==> src/rtl/lsu_controller.sv <==
// Load/store unit controller.
// Accepts one RV32I load or store at a time, checks alignment and width
// code, and drives a word-wide memory port that has no byte enables.
// Sub-word stores are done as read-modify-write; loads are byte/half
// extracted and sign- or zero-extended before the completion pulse.
module lsu_controller #(
  parameter int ADDR_W = 32
) (
  input  logic              clk,
  input  logic              rst,
  // request side
  input  logic              req_valid,
  output logic              req_ready,
  input  logic              req_write,
  input  logic [2:0]        req_funct3,
  input  logic [ADDR_W-1:0] req_addr,
  input  logic [31:0]       req_wdata,
  // response side
  output logic              rsp_valid,
  output logic [31:0]       rsp_rdata,
  output logic              rsp_err,
  // memory side
  output logic [ADDR_W-1:0] mem_addr,
  output logic              mem_re,
  output logic              mem_we,
  output logic [31:0]       mem_wdata,
  input  logic [31:0]       mem_rdata
);

  // Controller states.
  localparam logic [2:0] S_IDLE    = 3'd0;
  localparam logic [2:0] S_RD      = 3'd1;
  localparam logic [2:0] S_RD_WAIT = 3'd2;
  localparam logic [2:0] S_WR      = 3'd3;
  localparam logic [2:0] S_RESP    = 3'd4;

  // RV32I width codes.
  localparam logic [2:0] F3_B  = 3'd0;
  localparam logic [2:0] F3_H  = 3'd1;
  localparam logic [2:0] F3_W  = 3'd2;
  localparam logic [2:0] F3_BU = 3'd4;
  localparam logic [2:0] F3_HU = 3'd5;

  logic [2:0]        state_q;
  logic [2:0]        state_d;
  logic              write_q;
  logic [2:0]        funct3_q;
  logic [ADDR_W-1:0] addr_q;
  logic [31:0]       wdata_q;
  logic              err_q;
  // Holds the raw read word for loads, the merged word for sub-word stores.
  logic [31:0]       word_q;

  logic              accept;
  logic              req_bad;

  // Width code legality and natural alignment of the incoming request.
  function automatic logic is_bad(input logic       wr,
                                  input logic [2:0] f3,
                                  input logic [1:0] off);
    logic bad;
    bad = 1'b0;
    case (f3)
      F3_B:         bad = 1'b0;
      F3_H:         bad = off[0];
      F3_W:         bad = (off != 2'b00);
      F3_BU:        bad = wr;
      F3_HU:        bad = wr | off[0];
      default:      bad = 1'b1;
    endcase
    return bad;
  endfunction

  // Replace only the addressed byte or half of the word read from memory.
  function automatic logic [31:0] merge(input logic [31:0] word,
                                        input logic [2:0]  f3,
                                        input logic [1:0]  off,
                                        input logic [31:0] wd);
    logic [31:0] m;
    m = word;
    if (f3 == F3_B) begin
      case (off)
        2'd0:    m[7:0]   = wd[7:0];
        2'd1:    m[15:8]  = wd[7:0];
        2'd2:    m[23:16] = wd[7:0];
        default: m[31:24] = wd[7:0];
      endcase
    end else if (f3 == F3_H) begin
      if (off[1]) m[31:16] = wd[15:0];
      else        m[15:0]  = wd[15:0];
    end else begin
      m = wd;
    end
    return m;
  endfunction

  // Select the addressed byte or half and extend it to 32 bits.
  function automatic logic [31:0] extract(input logic [31:0] word,
                                          input logic [2:0]  f3,
                                          input logic [1:0]  off);
    logic [7:0]  b;
    logic [15:0] h;
    logic [31:0] r;
    case (off)
      2'd0:    b = word[7:0];
      2'd1:    b = word[15:8];
      2'd2:    b = word[23:16];
      default: b = word[31:24];
    endcase
    h = off[1] ? word[31:16] : word[15:0];
    case (f3)
      F3_B:    r = {{24{b[7]}}, b};
      F3_BU:   r = {24'd0, b};
      F3_H:    r = {{16{h[15]}}, h};
      F3_HU:   r = {16'd0, h};
      default: r = word;
    endcase
    return r;
  endfunction

  assign accept  = (state_q == S_IDLE) && req_valid;
  assign req_bad = is_bad(req_write, req_funct3, req_addr[1:0]);

  // Next-state selection.
  // NOTE: every output of a combinational block gets a default first so no
  // path leaves it unassigned, which would otherwise infer a latch.
  always_comb begin
    state_d = state_q;
    case (state_q)
      S_IDLE: begin
        if (req_valid) begin
          if (req_bad)                              state_d = S_RESP;
          else if (req_write && req_funct3 == F3_W) state_d = S_WR;
          else                                      state_d = S_RD;
        end
      end
      S_RD:      state_d = S_RD_WAIT;
      S_RD_WAIT: state_d = write_q ? S_WR : S_RESP;
      S_WR:      state_d = S_RESP;
      S_RESP:    state_d = S_IDLE;
      default:   state_d = S_IDLE;
    endcase
  end

  // State register, request latch and read-word capture.
  // NOTE: clocked state uses non-blocking assignments so every register
  // samples the pre-edge values regardless of statement order.
  always_ff @(posedge clk) begin
    if (rst) begin
      // NOTE: the latched request and captured word are cleared too, so an
      // aborted transaction leaves nothing behind that could leak out later.
      state_q  <= S_IDLE;
      write_q  <= 1'b0;
      funct3_q <= 3'd0;
      addr_q   <= '0;
      wdata_q  <= 32'd0;
      err_q    <= 1'b0;
      word_q   <= 32'd0;
    end else begin
      state_q <= state_d;
      if (accept) begin
        write_q  <= req_write;
        funct3_q <= req_funct3;
        addr_q   <= req_addr;
        wdata_q  <= req_wdata;
        err_q    <= req_bad;
      end
      if (state_q == S_RD_WAIT) begin
        word_q <= write_q ? merge(mem_rdata, funct3_q, addr_q[1:0], wdata_q)
                          : mem_rdata;
      end
    end
  end

  // Moore output decode from state and latched request only.
  always_comb begin
    req_ready = (state_q == S_IDLE);
    rsp_valid = (state_q == S_RESP);
    rsp_err   = (state_q == S_RESP) && err_q;
    rsp_rdata = 32'd0;
    if ((state_q == S_RESP) && !err_q && !write_q)
      rsp_rdata = extract(word_q, funct3_q, addr_q[1:0]);
    mem_re    = (state_q == S_RD);
    mem_we    = (state_q == S_WR);
    mem_addr  = '0;
    if ((state_q == S_RD) || (state_q == S_WR))
      mem_addr = {addr_q[ADDR_W-1:2], 2'b00};
    mem_wdata = 32'd0;
    if (state_q == S_WR)
      mem_wdata = (funct3_q == F3_W) ? wdata_q : word_q;
  end

endmodule

==> config.mk <==
export PLATFORM = sky130hd
export DESIGN_NAME = lsu_controller
export DESIGN_NICKNAME = d
export VERILOG_FILES = /design/src/rtl/lsu_controller.sv
export SDC_FILE = /design/constraint.sdc
export NUM_CORES = 1
export LEC_CHECK = 0
export BUFFER_PORTS_ARGS = -buffer_cell sky130_fd_sc_hd__buf_4
export CAP_MARGIN = 20
export CORE_MARGIN = 3
export CORE_UTILIZATION = 35
export CTS_CLUSTER_DIAMETER = 30
export DETAILED_ROUTE_END_ITERATION = 6
export PLACE_DENSITY = 0.63
export SYNTH_ARGS = -nofsm -noshare
export SYNTH_HDL_FRONTEND = slang
export SYNTH_SLANG_ARGS = --single-unit
==> constraint.sdc <==
create_clock -name clk -period 5 [get_ports clk]
set_input_delay 0.25 -clock clk [delete_from_list [all_inputs] [get_ports clk]]
set_output_delay 0.25 -clock clk [all_outputs]
set_load 0.01 [all_outputs]
==> summary.log <==
INFO  critical_path  crit_top_cell=sky130_fd_sc_hd__mux2_2
INFO  drt            firstDrtPassIters=5
INFO  min_path       min_path_type=in2reg
INFO  critical_path  timing.critical_path.to_type=primary output
INFO  timing         final_number_of_hold_violating_endpoints=0
INFO  timing         slew_at_the_pin_closest_to_its_max_slew_limit=1.086ns
INFO  synth          synth-main-ff-cell=sky130_fd_sc_hd__dfxtp_1
INFO  cts            clock_tree.buffer_depth=2
INFO  grt            grt_use_met2=36.20%
INFO  critical_path  cp_cell_sequence=mux2_2 > mux2_2 > a21oi_1 > a221oi_1 > buf_4
INFO  drt            detailroute.via_count=7063
INFO  timing         timing.final.max_slew_violations=0
INFO  run_status     status=complete, no violations
INFO  pwr            report.power.total=2007uW
INFO  floorplan      num_rows=49
INFO  grt            number_of_global_route_vias_before_repair=6578
INFO  drt            drtIter0Drc=767
INFO  floorplan      floorplan.die.width=142.1um
INFO  critical_path  critPathLaunchType=flip-flop
INFO  grt            grt_util_met3=5.410%
INFO  layout         drive_gt1_share=27.01%
INFO  cts            cts.sinks=104
INFO  drt            drc=0
INFO  grt            grt_util_met1=31.78%
INFO  min_path       whs_endpoint=word_q[7]
INFO  cts            cts_resized=0
INFO  synth          ys_warn_count=0
INFO  floorplan      pin_count=204
INFO  synth          synthesis_stage_register_bit_count=104
INFO  cts            cts_max_level=3
INFO  layout         nets=1142
INFO  place          port_buffers=201
INFO  critical_path  ff_to_ff_path_depth=5
INFO  place          dp_hpwl=16830um
INFO  critical_path  cpPeakStageDelay=0.73ns
INFO  layout         most_used_cells_in_the_layout_excluding_fill_and_tap_cells=239 x sky130_fd_sc_hd__nand2_1, 214 x sky130_fd_sc_hd__buf_4, 136 x sky130_fd_sc_hd__a21oi_1
INFO  grt            grt_antenna_before_repair=2
INFO  grt            grt_usage=23.23%
INFO  drt            detail_route.wl_per_cell=19.14um
INFO  min_path       worstHoldPathCells=2
INFO  flow_run       max_cap_violations=0
INFO  place          gp_routability_congestion=0.9526
INFO  layout         mostFrequentLayoutCell=sky130_fd_sc_hd__nand2_1
INFO  cts            cts_setup_buffers=0
INFO  critical_path  critical_path_data_arrival_time=2.60ns
INFO  drt            vias_per_cell=5.544
INFO  critical_path  regToRegEndpoint=word_q[30]
INFO  grt            global_route.peak_usage_layer=met2
INFO  cts            ctsHoldBuffers=0
INFO  cts            clk-insertion-delay-late=0.36ns
INFO  min_path       hold_path_startpoint=mem_rdata[7]
INFO  synth          post_synth_num_cell_types=45
INFO  drt            ant_nets=0
INFO  timing         rsz0062_at_grt=false
INFO  timing         worst_clock_skew=0.007214ns
INFO  cts            cts_made_buffers=9
INFO  synth          synth_edf_count=0
INFO  critical_path  worstReg2RegStart=addr_q[1]
INFO  pwr            power.static_leakage=0.003277uW
INFO  critical_path  critPathMaxFanout=32
INFO  layout         n_fill_cell=1869
INFO  synth          synth_async_sr_flop_share=0%
INFO  pwr            vdd_ir_drop_max=183.2uV
INFO  critical_path  setup.worst_path.class=reg2out
INFO  cts            clk_pin_slew=0.07ns
INFO  cts            tritoncts_clock_tree=built
INFO  timing         layout_worst_path_cycle_share=56.97%
INFO  critical_path  critical_path.slowest_cell=sky130_fd_sc_hd__dfxtp_2
INFO  cts            ctsRootBufferMaster=sky130_fd_sc_hd__clkbuf_16
INFO  synth          cell_area_after_synthesis=0.006487mm2
INFO  synth          syn_inst=897
INFO  floorplan      die_area=0.02021mm2
INFO  drt            total_wirelength=24380um
INFO  grt            grt_first_pass_wirelength=37180um
INFO  timing         post-route-min-period=2.848ns
INFO  floorplan      core_region_area=0.01809mm2
INFO  critical_path  reg2reg_setup_slack=2.58ns
INFO  layout         layout_overhead_on_the_synthesized_area=28.58%
INFO  timing         setup_tns=0ns
INFO  timing         slew_headroom=27.52%
INFO  pwr            ratio_of_total_power_to_cell_area=240.6mW/mm2
INFO  floorplan      floorplan.initialDensity=35.87%
INFO  synth          synth_area_per_cell=7.232um2
INFO  floorplan      die_h=142.1um
INFO  grt            grt.overflow.total=0
INFO  timing         setup_viol_count_final=0
INFO  timing         fmax=351.1MHz
INFO  synth          synth-seq-area-share=32.09%
INFO  grt            grt_max_degree=87
INFO  critical_path  critical_path_required=4.75ns
-- state kept, by name, indices dropped and copies added, names as in the netlist --
signal	count
err_q	1
funct3_q	3
word_q	32
addr_q	32
write_q	1
state_q	3
wdata_q	32
-- cell type report --
cell class | instances | area [um2] | area share (%)
antenna | 1 | 2.502 | 0.03000
timing repair buffer | 216 | 1649 | 19.77
tap | 229 | 286.5 | 3.435
clock inverter | 7 | 53.80 | 0.6450
clock buffer | 9 | 225.2 | 2.700
sequential | 104 | 2083 | 24.97
inverter | 9 | 33.78 | 0.4050
multi-input combinational | 699 | 4008 | 48.04
-- cells in the mapped netlist, types with 21 or more instances --
| library cell | count | share of area, % |
|---|---|---|
| sky130_fd_sc_hd__and3_1 | 22 | 2.1 |
| sky130_fd_sc_hd__a21oi_1 | 136 | 10 |
| sky130_fd_sc_hd__dfxtp_1 | 104 | 32 |
| sky130_fd_sc_hd__nor3_1 | 27 | 2.1 |
| sky130_fd_sc_hd__and2_1 | 34 | 3.3 |
| sky130_fd_sc_hd__nand2_1 | 240 | 14 |
| sky130_fd_sc_hd__nor2b_1 | 26 | 2.5 |
| sky130_fd_sc_hd__nor2_1 | 27 | 1.6 |
| sky130_fd_sc_hd__clkbuf_1 | 48 | 2.8 |
| sky130_fd_sc_hd__mux2i_1 | 21 | 3.2 |
| sky130_fd_sc_hd__a221oi_1 | 22 | 3.0 |
| sky130_fd_sc_hd__mux2_2 | 30 | 5.2 |
| sky130_fd_sc_hd__buf_2 | 30 | 2.3 |
-- logic make-up (layout without fill, tap and decap cells) --
logic type | Yosys count | after routing | share of synthesized area [%]
other cells | 1 | 3 | 0.05780
compound gates | 240 | 240 | 23.51
mux | 55 | 55 | 9.836
flops | 104 | 104 | 32.09
buf+inv | 95 | 241 | 6.364
simple gates | 402 | 402 | 28.14
-- per-stage QoR --
step           cells  hold WS (ns)  setup WS [ns]  cell area (um2)  utilization (%)
6_report        1274        0.1277          2.152             8342            46.12
5_1_grt         1274        0.1196          2.028             8342            46.12
3_5_place_dp    1255        0.4420          2.503             8018            44.33
2_1_floorplan    898        0.3860          3.035             6491                -
4_1_cts         1271        0.1167          2.096             8297            45.87
3_3_place_gp    1255        0.4380          2.472             8018            44.33
-- power breakdown --
part	switching, uW	internal [uW]
logic	213	159
registers	60.9	871
clock network	360	343
-- metal layers --
layer / vias up / wire (um) / share of wire [%]
met5: - / 11 / 0.045
met4: 2 / 700 / 2.9
met3: 47 / 1806 / 7.4
met2: 301 / 11250 / 46
met1: 3295 / 10610 / 44
li1: 3418 / - / -
-- worst max path at each step --
stage                    start             to  slack [ns]
global route         addr_q[1]  rsp_rdata[10]        2.03
global placement    state_q[0]  mem_wdata[15]        2.47
CTS                 state_q[0]  mem_wdata[15]        2.10
detailed placement  state_q[0]  mem_wdata[15]        2.50
floorplan           state_q[0]   rsp_rdata[0]        3.03
finish               addr_q[1]  rsp_rdata[10]        2.15
-- worst max-delay path: cells and delay by family (launching register included) --
family / cells / cell delay [ns]
flops: 1 / 0.73
buf+inv: 1 / 0.19
mux: 2 / 0.72
compound gates: 2 / 0.60
(Power assumes the default switching activity.)
